<file path="config.mk">
export PLATFORM = sky130hd
export DESIGN_NAME = seven_seg_scan_driver
export DESIGN_NICKNAME = d
export VERILOG_FILES = /design/src/rtl/seven_seg_scan_driver.sv
export SDC_FILE = /design/constraint.sdc
export NUM_CORES = 1
export LEC_CHECK = 0
export ABC_AREA = 1
export CAP_MARGIN = 5
export CORE_ASPECT_RATIO = 0.75
export CORE_MARGIN = 3
export CORE_UTILIZATION = 40
export CTS_BUF_LIST = sky130_fd_sc_hd__clkbuf_4
export DETAILED_ROUTE_END_ITERATION = 6
export PLACE_DENSITY = 0.66
export REMOVE_ABC_BUFFERS = 1
export SETUP_SLACK_MARGIN = 0.05
export SLEW_MARGIN = 10
export SYNTH_ARGS = -nofsm -noshare
export SYNTH_HDL_FRONTEND = slang
export SYNTH_SLANG_ARGS = --single-unit
</file>
<file path="constraint.sdc">
create_clock -name clk -period 2.24 [get_ports clk]
set_input_delay 0.448 -clock clk [delete_from_list [all_inputs] [get_ports clk]]
set_output_delay 0.448 -clock clk [all_outputs]
set_load 0.01 [all_outputs]
</file>
<file path="src/rtl/seven_seg_scan_driver.sv">
// seven_seg_scan_driver: time-multiplexed driver for a common-anode 7-segment
// display. One digit is lit per prescaler slot. A newly loaded word waits in a
// pending buffer and only becomes active at a frame boundary, so a frame never
// mixes digits from two different words.
// The glyph table is written in abcdefg reading order (segment a is the leftmost
// character); to_seg() maps it onto the pins, where seg[0]=a and seg[6]=g.
module seven_seg_scan_driver #(
  parameter int DIGITS   = 4,
  parameter int CLK_DIV  = 50000,
  parameter bit HEX_MODE = 1'b0,
  parameter bit BLANK_LZ = 1'b0
) (
  input  logic                clk,
  input  logic                reset,
  input  logic                enable,
  input  logic                load,
  input  logic [4*DIGITS-1:0] digits_in,
  input  logic [DIGITS-1:0]   dp_in,
  output logic [DIGITS-1:0]   an,
  output logic [6:0]          seg,
  output logic                dp_n,
  output logic                frame
);

  localparam int IDX_W = (DIGITS > 1) ? $clog2(DIGITS) : 1;
  localparam int CNT_W = (CLK_DIV > 1) ? $clog2(CLK_DIV) : 1;
  localparam logic [CNT_W-1:0] CNT_LAST = CNT_W'(CLK_DIV - 1);
  localparam logic [IDX_W-1:0] IDX_LAST = IDX_W'(DIGITS - 1);
  localparam logic [6:0]       SEG_OFF  = 7'b1111111;

  logic [CNT_W-1:0]    cnt_q, cnt_d;
  logic [IDX_W-1:0]    idx_q, idx_d;
  logic [4*DIGITS-1:0] pend_word_q, pend_word_d, act_word_q, act_word_d;
  logic [DIGITS-1:0]   pend_dp_q, pend_dp_d, act_dp_q, act_dp_d;
  logic                pend_q, pend_d;
  logic [DIGITS-1:0]   an_q, an_d;
  logic [6:0]          seg_q, seg_d;
  logic                dp_n_q, dp_n_d;
  logic                frame_q, frame_d;
  logic                tick, boundary;

  // Glyph in abcdefg order, active-low.
  function automatic logic [6:0] glyph(input logic [3:0] nib);
    logic [6:0] g;
    case (nib)
      4'h0:    g = 7'b0000001;
      4'h1:    g = 7'b1001111;
      4'h2:    g = 7'b0010010;
      4'h3:    g = 7'b0000110;
      4'h4:    g = 7'b1001100;
      4'h5:    g = 7'b0100100;
      4'h6:    g = 7'b0100000;
      4'h7:    g = 7'b0001101;
      4'h8:    g = 7'b0000000;
      4'h9:    g = 7'b0000100;
      4'hA:    g = HEX_MODE ? 7'b0001000 : 7'b1111110;
      4'hB:    g = HEX_MODE ? 7'b1100000 : 7'b1111110;
      4'hC:    g = HEX_MODE ? 7'b0110001 : 7'b1111110;
      4'hD:    g = HEX_MODE ? 7'b1000010 : 7'b1111110;
      4'hE:    g = HEX_MODE ? 7'b0110000 : 7'b1111110;
      default: g = HEX_MODE ? 7'b0111000 : 7'b1111110;
    endcase
    return g;
  endfunction

  // abcdefg reading order -> pin order (seg[0]=a).
  function automatic logic [6:0] to_seg(input logic [6:0] abcdefg);
    logic [6:0] s;
    for (int k = 0; k < 7; k++) begin
      s[k] = abcdefg[6-k];
    end
    return s;
  endfunction

  // Prescaler, scan index and double-buffered word: next-state logic.
  always_comb begin
    cnt_d       = cnt_q;
    idx_d       = idx_q;
    pend_word_d = pend_word_q;
    pend_dp_d   = pend_dp_q;
    pend_d      = pend_q;
    act_word_d  = act_word_q;
    act_dp_d    = act_dp_q;
    tick        = enable && (cnt_q == CNT_LAST);
    boundary    = tick && (idx_q == IDX_LAST);
    if (enable) begin
      cnt_d = tick ? '0 : cnt_q + CNT_W'(1);
    end
    if (tick) begin
      idx_d = boundary ? '0 : idx_q + IDX_W'(1);
    end
    if (load) begin
      pend_word_d = digits_in;
      pend_dp_d   = dp_in;
      pend_d      = 1'b1;
    end
    if (boundary) begin
      // A load on the boundary cycle goes straight into the new frame.
      if (load) begin
        act_word_d = digits_in;
        act_dp_d   = dp_in;
      end else if (pend_q) begin
        act_word_d = pend_word_q;
        act_dp_d   = pend_dp_q;
      end
      pend_d = 1'b0;
    end
  end

  // Per-digit nibble and "this nibble and everything above it is zero" flag.
  logic [3:0]        nib_d [DIGITS];
  logic [DIGITS-1:0] lz_d;
  genvar gi;
  generate
    for (gi = 0; gi < DIGITS; gi++) begin : g_digit
      assign nib_d[gi] = act_word_d[4*gi +: 4];
      assign lz_d[gi]  = (act_word_d[4*DIGITS-1:4*gi] == '0);
    end
  endgenerate

  // Display outputs: blank while disabled, refresh on a tick, otherwise hold.
  always_comb begin
    an_d    = an_q;
    seg_d   = seg_q;
    dp_n_d  = dp_n_q;
    frame_d = 1'b0;
    if (!enable) begin
      an_d   = '1;
      seg_d  = SEG_OFF;
      dp_n_d = 1'b1;
    end else if (tick) begin
      an_d = ~(DIGITS'(1) << idx_d);
      if (BLANK_LZ && (idx_d != '0) && lz_d[idx_d]) begin
        seg_d = SEG_OFF;
      end else begin
        seg_d = to_seg(glyph(nib_d[idx_d]));
      end
      dp_n_d  = ~act_dp_d[idx_d];
      frame_d = boundary;
    end
  end

  // State registers; reset takes effect immediately.
  always_ff @(posedge clk or posedge reset) begin
    if (reset) begin
      cnt_q       <= '0;
      idx_q       <= IDX_LAST;
      pend_word_q <= '0;
      pend_dp_q   <= '0;
      pend_q      <= 1'b0;
      act_word_q  <= '0;
      act_dp_q    <= '0;
      an_q        <= '1;
      seg_q       <= SEG_OFF;
      dp_n_q      <= 1'b1;
      frame_q     <= 1'b0;
    end else begin
      cnt_q       <= cnt_d;
      idx_q       <= idx_d;
      pend_word_q <= pend_word_d;
      pend_dp_q   <= pend_dp_d;
      pend_q      <= pend_d;
      act_word_q  <= act_word_d;
      act_dp_q    <= act_dp_d;
      an_q        <= an_d;
      seg_q       <= seg_d;
      dp_n_q      <= dp_n_d;
      frame_q     <= frame_d;
    end
  end

  assign an    = an_q;
  assign seg   = seg_q;
  assign dp_n  = dp_n_q;
  assign frame = frame_q;

endmodule

</file>
== After elaboration in Yosys (flattened, before gate mapping) ==
Memory sizes are Yosys's and may differ from the RTL's.
Cells that the tools add are included.
Cells by class
  add/sub/neg operators: 2
  multipliers: 0
  div/mod/pow operators: 0
  $lt $le $gt $ge: 2
  equal/unequal tests: 3
  shift-type cells: 1
  mux-type cells: 24
  bitwise gates (word level): 3
  reductions and logical operators: 3
Operator list (number)
  16-bit 2-to-1 mux: 4
  4-bit 2-to-1 mux: 7
  16-bit by 1-bit adder with 16-bit output (second input constant): 1
  16-bit equality test (second input constant): 1
  7-bit 2-to-1 mux: 2
  4-bit binary-select mux with 2-bit select: 1
  1-bit 2-to-1 mux: 7
  2-bit 2-to-1 mux: 2
  4-bit inverter: 1
  1-bit by 2-bit left shift with 4-bit output (first input constant): 1
  3-bit >= comparator (second input constant): 1
  2-bit by 3-bit < comparator with 1-bit output (second input constant): 1
  2-bit inverter with 3-bit output: 1
  2-bit by 1-bit adder with 2-bit output (second input constant): 1
  1-bit binary-select mux with 2-bit select: 1
  2-bit equality test (second input constant): 1
  1-bit logical AND: 2
  2-bit by 1-bit != test with 1-bit output (second input constant): 1
  2-bit nonzero test: 1
  1-bit inverter: 1
Storage, ports and cells
  register bits after elaboration: 72
  bits in latches: 0
  RAM bits: 0
  ROM bits: 112
  bits of input ports: 24
  output and inout port bits: 13
  memories: 1
Memories
  (no name shown): depth 16, width 7, read ports 1, clocked after Yosys merged registers in 0, wr ports 0, line 45  | case (nib)

== Longest topological paths before layout ==
Gate-level depths: netlist (run 1).
An unclocked memory read counts as a cell.
  depth in word-level cells: 12
  gate-level depth with buffers: 20
  mapped depth without buffers: 20

== Least setup slack after synthesis (run 1) ==
OpenSTA, ideal clock, no wires.
  path type: flip-flop to flip-flop
  start: reg idx_q[0]
  end: reg seg_q[3] (netlist: seg[3])
  setup time: 76 ps
  arrival time: 2324 ps
  required time: 2164 ps
  path slack: -160 ps
  stages on the path, launching flop included: 19
  cell sequence: dfstp_2 -> ha_1 -> clkbuf_1 -> nor2_1 -> nand4_2 -> nand2_8 -> nand2_2 -> inv_2 -> nand2_1 -> nand2_1 -> nor2_1 -> inv_1 -> ha_1 -> inv_1 -> nand3_1 -> nand2_1 -> nor2_1 -> nor2_1 -> nor2_1
Between the ends
  word-level cells in the longest chain between the ends: 11
  elaborated cells between the ends (all ways): 13
  classes of those cells: add/sub (1); eq/ne (1); mux (8); bitwise (1); reduce/logical (1); memory (1)
Ends and longest elaborated chain
  from (decl): line 32  | logic [IDX_W-1:0] idx_q, idx_d;
  from (signal assigned): line 159  | idx_q <= idx_d;
  parallel branches: the longest is 3 deep, another holds 2-bit by 1-bit adder with 2-bit output
  2-bit 2-to-1 mux (*): line 89  | if (tick) begin
  via idx_d[0]: line 32
  2-bit inverter with 3-bit output (not written as such) (*): line 136  | seg_d = to_seg(glyph(nib_d[idx_d]));
  4-bit binary-select mux with 2-bit select (*): line 136
  4-bit 2-to-1 mux (not written as such) (*) (2 in series): line 136
  memory read 16 x 7 bit (*)
  7-bit 2-to-1 mux (*): line 131  | end else if (tick) begin
  7-bit 2-to-1 mux (*): line 127  | if (!enable) begin
  to (signal assigned): line 166  | seg_q <= seg_d;
  to (decl): line 37  | logic [6:0] seg_q, seg_d;
Mark *: on every way through the listed nets, which the timed path passes. The select of a mux whose other input is x is not followed.
A chain may end at the register's enable or synchronous reset.

== Final worst setup path (run 1) ==
  start: reg cnt_q[0]
  end: reg seg_q[1] (netlist: seg[1])
Between the ends
  elaborated cells between the ends (all ways): 14
  classes of those cells: eq/ne (2); mux (8); bitwise (1); reduce/logical (2); memory (1)
RTL lines
  from (decl): line 31  | logic [CNT_W-1:0] cnt_q, cnt_d;
  from (signal assigned): line 158  | cnt_q <= cnt_d;
  16-bit equality test: line 84  | tick = enable && (cnt_q == CNT_LAST);
  1-bit logical AND: line 84
  1-bit logical AND: line 85  | boundary = tick && (idx_q == IDX_LAST);
  16-bit 2-to-1 mux: line 97  | if (boundary) begin
  via act_word_d[5]: line 33  | logic [4*DIGITS-1:0] pend_word_q, pend_word_d, act_word_q, act_word_d;
  4-bit binary-select mux with 2-bit select: line 136
  4-bit 2-to-1 mux (not written as such) (2 in series): line 136
  memory read 16 x 7 bit
  7-bit 2-to-1 mux: line 131
  7-bit 2-to-1 mux: line 127
The timed path passes the listed nets, and every way through them passes these cells. The select of a mux whose other input is x is not followed.

==> flow_summary.toml, run 1 <==
[status]
status = "complete, but fails checks"
violations = "setup timing"

[setup_path]
crit_fanout = 7
start_kind = "flip-flop"
slowest_delay_ns = 0.41
cp_common_cell = "nor2_4"
endpoint_kind = "flip-flop"
worst_ep_arrival_time_ns = 2.82
cpMaxStageDelayCell = "dfrtp_1"
crit_chain = "ha_4 > nand3_4 > nor2_4 > buf_6 > nand4_4 > nand2_2 > o21ai_4 > nand2_1 > nand2_2 > nor2_4 > ha_4 > inv_4 > nor2_4 > nand3b_1 > nand2_1 > inv_1"
ff2ff_path_depth = 16
cp.required_ns = 2.64
crit_type = "flip-flop to flip-flop"

[floorplan]
start_util_pct = 42.69
fp.dieW_um = 121.6
fp-row-count = 30
io_pins = 37
dieArea_um2 = 11270
core_area_um2 = 9384
die_y_um = 92.67

[layout]
diodes = 0
fill_cells = 844
finalNetCount = 695
multi_input_area_um2 = 2216
regArea_um2 = 1819
area_delta_synth_final_pct = 42.66
layout-drive-gt1-share_pct = 33.63

[drt]
drt_first_pass_iters = 4
final_antenna_net_count = 0
drt-total-wl_um = 10620
drtIter0Drc = 200
wl_per_cell_um = 13.32
vias = 3816
via_per_inst = 4.788
drc_errors = 0

[logic_synthesis]
netlist_instances = 531
synth_top_cell_by_area = "dfrtp_1"
synth.avg_cell_area_um2 = 7.545
ys_types = 36
synth_edf_count = 0
yosys-top-cells-count = "nand2_1, dfrtp_1, inv_1"
ys_ff_latch = 72
synth_ff_type = "dfrtp_1"
yosys.cell_count.top_type = "nand2_1"
synth_area_um2 = 4006
ys_top_cells_by_area = "dfrtp_1, nand2_1, dfstp_2, inv_1, nor2_1"
ys_warn_count = 0
ys_seq_area_share_pct = 45.41
ys_async_sr_fraction_pct = 100.0
synth_top_area_share_pct = 36.23

[power]
p_sw_mw = 1.038
peakVddDrop_mv = 0.3636
power_density_nw_per_um2 = 560.0
cellLeakagePower_nw = 2.897
clkPwrFrac_pct = 26.2
combPwrFrac_pct = 26.5
intPower_mw = 2.163
share_seq_of_total_power_pct = 47.3
switching_share_pct = 32.43

[clock_tree]
clockBufferDepth = 2
cts.clk_slew.worst_paths_ns = 0.13
h-tree-depth = 3
ctsHoldBuffers = 0
cts_tree = "yes"
insertion_delay_ns = 0.46
clock-sinks = 72
cts_root_buffer = "clkbuf_4"
numCtsBuffers = 9

[sta]
fin_tns_setup_ns = -1.007
fmax_mhz = 412.6
relSlewSlack_pct = 62.84
rsz0062_at_grt = "true"
period_share_pct = 108.2
timing.hold.ws_ns = 0.3501
finalHoldViolCount = 0
skew_ns = 0.02050
period_needed_ns = 2.424
slew_viol_final = 0
tightest_slew_ns = 0.5566
fin_ws_ns = -0.1837
setup_viol = 7

[placement]
io_buffers = 36
dp_hpwl_um = 7601
gp_congestion = 0.9369

[global_route]
grt_pass1_vias = 3837
use_met3_pct = 4.945
grt_busiest_layer = "met2"
gr-total-overflow = 0
grt_pass1_wl_um = 17800
grt_use_total_pct = 19.81
grtUsageMet1_pct = 27.13
antenna_found_initial = 0
grt_max_degree = 31
gr-usage-met2_pct = 31.17

[min_path]
hold_path_class = "primary input to asynchronous set/reset pin"

[run]
maxCapViolCount = 0
-- stage by stage --
step	cells	worst slack (ns)	total power, mW	area (um^2)	util, %
3_3_place_gp	762	-0.3823	2.233	5091	54.25
4_1_cts	786	-0.09295	3.155	5434	57.91
5_1_grt	797	-0.2997	3.386	5715	60.91
2_1_floorplan	516	-0.1022	1.880	3930	-
6_report	797	-0.1837	3.201	5715	60.91
3_5_place_dp	762	-0.4784	2.250	5091	54.25
-- logic make-up after synthesis --
kind of cell | share of synthesized area, %
adders and majority gates | 2.186
and+or+nand+nor | 37.44
xor gates and xnor gates | 1.093
DFF | 45.41
buffers and inverters | 6.964
AOI/OAI and AO/OA | 6.902
-- power by group through the flow --
stage | registers (mW) | logic [mW] | clock network [mW]
after floorplan | 1.53 | 0.346 | 0
after global placement | 1.52 | 0.717 | 0
after detailed placement | 1.52 | 0.730 | 0
after CTS | 1.51 | 0.787 | 0.858
after global routing | 1.53 | 0.945 | 0.915
final | 1.51 | 0.847 | 0.839
-- critical path, delay by kind of cell (launching register included) --
| kind | cells | cell delay (ns) |
|---|---|---|
| simple gates | 10 | 1.24 |
| flops | 1 | 0.41 |
| buf+inv | 3 | 0.22 |
| compound gates | 1 | 0.07 |
| fa+ha+maj | 2 | 0.42 |
-- worst paths after layout --
path | endpoint | slack, ns | start
worst max-delay path | seg[1]$_DFFE_PP1P_ | -0.18 | cnt_q[0]$_DFFE_PP0P_
worst min-delay path | act_word_q[14]$_DFF_PP0_ | 0.35 | reset
worst max register to register | seg[1]$_DFFE_PP1P_ | -0.18 | cnt_q[0]$_DFFE_PP0P_
worst min register to register | pend_dp_q[0]$_DFFE_PP0P_ | 0.48 | pend_dp_q[0]$_DFFE_PP0P_
max in group asynchronous | pend_word_q[0]$_DFFE_PP0P_ | 1.31 | reset
min in group clk | pend_dp_q[0]$_DFFE_PP0P_ | 0.48 | pend_dp_q[0]$_DFFE_PP0P_
-- flip-flops by register name, indices dropped and copies added, names as in the netlist, 2 cells and up --
name	cells
cnt_q	16
pend_dp_q	4
idx_q	2
act_word_q	16
seg	7
pend_word_q	16
an	4
act_dp_q	4
-- placed cells by master, fill, tap and decap left out, drive strengths merged --
cell / count
clkdlybuf4s50: 36
nand3: 23
o22ai: 1
buf: 100
a21oi: 15
dfrtp: 58
nor2: 56
nand4: 13
inv: 54
xor2: 5
bufinv: 1
clkinv: 5
o21ai: 24
a21boi: 7
a22o: 1
or2: 4
clkinvlp: 1
clkbuf: 9
a31oi: 1
nand3b: 3
ha: 7
nor3: 5
nand2: 226
dfstp: 14
-- what timing repair did --
action	4_1_cts	5_1_grt
gates resized for setup	35	42
endpoints found under the hold margin	0	0
setup buffers	7	11
endpoints found under the setup margin	7	9
gates cloned	1	0
pin swaps	26	32
-- cell type report --
cell class | count | area share (%)
timing repair buffer | 136 | 20.56
clock buffer | 9 | 1.182
multi-input combinational | 391 | 38.77
clock inverter | 7 | 1.270
tap | 128 | 2.802
sequential | 72 | 31.83
inverter | 54 | 3.590
-- routing by layer --
layer	share of wire, %	vias up
met1	47	1802
met2	47	68
met5	0	-
met4	1.5	0
met3	4.5	16
li1	-	1930
Power figures use the tool's default switching activity.
==> run 2, diff against run 1 <==
--- a/config.mk
+++ b/config.mk
@@ -12,7 +12,6 @@
 export CORE_UTILIZATION = 40
 export CTS_BUF_LIST = sky130_fd_sc_hd__clkbuf_4
 export DETAILED_ROUTE_END_ITERATION = 6
-export PLACE_DENSITY = 0.66
 export REMOVE_ABC_BUFFERS = 1
 export SETUP_SLACK_MARGIN = 0.05
 export SLEW_MARGIN = 10
==> run 2 against run 1 <==
Effect of this change: the flow still finishes with violations (setup timing); non-clock buffer count increased by 11; maximum frequency increased by 0.58%; setup slack improved by 0.014 ns; final cell count increased by 1.4%; hold slack improved by 0.043 ns; largest cell class unchanged; highest routed layer unchanged.
==> flow_summary.toml, run 2 (same netlist as run 1, synthesis figures left out) <==
[layout]
layout_commonest_cell = "nand2_1"
finalNetCount = 706
area_delta_synth_final_pct = 46.88
final_cells = 808
final_cell_mix = "nand2_1, buf_4, dfrtp_1"
top_regs = "act_word_q: 16 flops, cnt_q: 16 flops, pend_word_q: 16 flops"
post-route-util_pct = 62.71
layout-drive-gt1-share_pct = 36.91
final_cell_area_um2 = 5884
fill_cells = 842
diodes = 0

[min_path]
hold_path_class = "primary input to asynchronous set/reset pin"

[setup_path]
worst_ep_arrival_time_ns = 2.79
crit_fanout = 4
start_kind = "flip-flop"
crit_type = "flip-flop to flip-flop"
cp.required_ns = 2.62
endpoint_kind = "flip-flop"

[drt]
drtIter0Drc = 183
final_antenna_net_count = 0
drt-total-wl_um = 10640
drt_first_pass_iters = 5
wl_per_cell_um = 13.17
via_per_inst = 4.707
vias = 3803
drc_errors = 0

[sta]
fin_ws_ns = -0.1697
fmax_mhz = 415.0
rsz0062_at_grt = "true"
tightest_slew_ns = 0.4034
timing.hold.ws_ns = 0.3929
relSlewSlack_pct = 73.11
setup_viol = 7
fin_tns_setup_ns = -0.9410
skew_ns = 0.01225
period_share_pct = 107.6
period_needed_ns = 2.410
slew_viol_final = 0
finalHoldViolCount = 0

[clock_tree]
ctsHoldBuffers = 0
numCtsBuffers = 9
insertion_delay_ns = 0.45
clock-sinks = 72
clockBufferDepth = 2
cts_root_buffer = "clkbuf_4"
cts.clk_slew.worst_paths_ns = 0.12
cts_tree = "yes"
h-tree-depth = 3

[power]
p_sw_mw = 0.9896
combPwrFrac_pct = 25.4
intPower_mw = 2.321
peakVddDrop_mv = 0.3839
share_seq_of_total_power_pct = 45.7
finalPower_mw = 3.311
switching_share_pct = 29.89
cellLeakagePower_nw = 3.014
clkPwrFrac_pct = 29.0
power_density_nw_per_um2 = 562.6

[run]
maxCapViolCount = 0

[global_route]
gr-total-overflow = 0
grt_pass1_vias = 3778
antenna_found_initial = 0
grt_pass1_wl_um = 17230
grt_max_degree = 73
grt_use_total_pct = 19.06

[placement]
place_inst = 757
dp_hpwl_um = 7217
gp_congestion = 0.8634
pre_cts_ws_ns = -0.4092
io_buffers = 36
place_area_um2 = 5054

[floorplan]
start_util_pct = 42.69
die_y_um = 92.67
io_pins = 37
core_area_um2 = 9384
dieArea_um2 = 11270
fp.dieW_um = 121.6
fp-row-count = 30

[status]
violations = "setup timing"
status = "complete, but fails checks"
-- run 2: layout make-up --
cell class,instances,area [um^2],area share [%]
Sequential cell,72,1819,30.92
Clock inverter,4,68.82,1.169
Timing Repair Buffer,147,1269,21.56
Clock buffer,12,90.09,1.531
Tap cell,128,160.2,2.722
Inverter,54,202.7,3.445
Multi-Input combinational cell,391,2275,38.66
-- run 2: power groups by stage --
stage | sequential, mW | clock, mW | combinational [mW]
4_1_cts | 1.51 | 0.991 | 0.805
2_1_floorplan | 1.53 | 0 | 0.346
5_1_grt | 1.53 | 1.04 | 0.945
3_5_place_dp | 1.52 | 0 | 0.712
6_report | 1.51 | 0.959 | 0.840
3_3_place_gp | 1.52 | 0 | 0.706
-- run 2: metal layers --
layer	wire, um	global-route usage, %	up-vias
met4	155	4.944	0
met1	5133	25.38	1788
li1	-	-	1948
met5	0	0	-
met3	296	4.518	12
met2	5058	31.26	55
-- run 2: path summary, 6_finish.rpt --
| path | cells past startpoint | slack [ns] | startpoint | endpoint |
|---|---|---|---|---|
| max | 17 | -0.17 | cnt_q[0]$_DFFE_PP0P_ | seg[0]$_DFFE_PP1P_ |
| min | 3 | 0.39 | reset | cnt_q[13]$_DFFE_PP0P_ |
| max reg2reg | 17 | -0.17 | cnt_q[0]$_DFFE_PP0P_ | seg[0]$_DFFE_PP1P_ |
| min reg2reg | 2 | 0.49 | pend_word_q[4]$_DFFE_PP0P_ | pend_word_q[4]$_DFFE_PP0P_ |
| max in group asynchronous | 3 | 1.48 | reset | dp_n$_DFFE_PP1P_ |
| min in group clk | 2 | 0.49 | pend_word_q[4]$_DFFE_PP0P_ | pend_word_q[4]$_DFFE_PP0P_ |
-- run 2: worst max-delay path: stages (launching register included) --
cell and delay (ns):
dfrtp_1 0.43, ha_4 0.17, nand3_4 0.10, nor2_4 0.26, buf_6 0.14, nand4_1 0.12, nand2_4 0.13, nand2_4 0.05
inv_2 0.09, nand2_2 0.06, nand2_2 0.07, nor2_4 0.05, buf_4 0.15, ha_1 0.20, nor2_2 0.15, nor2_4 0.05
nor2_4 0.07, nor2_1 0.05
-- run 2: timing repair --
| item | in CTS | in global routing |
|---|---|---|
| cloned | 0 | 1 |
| pin swaps | 23 | 47 |
| gates resized for setup | 36 | 65 |
| setup buffers | 21 | 13 |
| setup endpoints to repair | 8 | 11 |
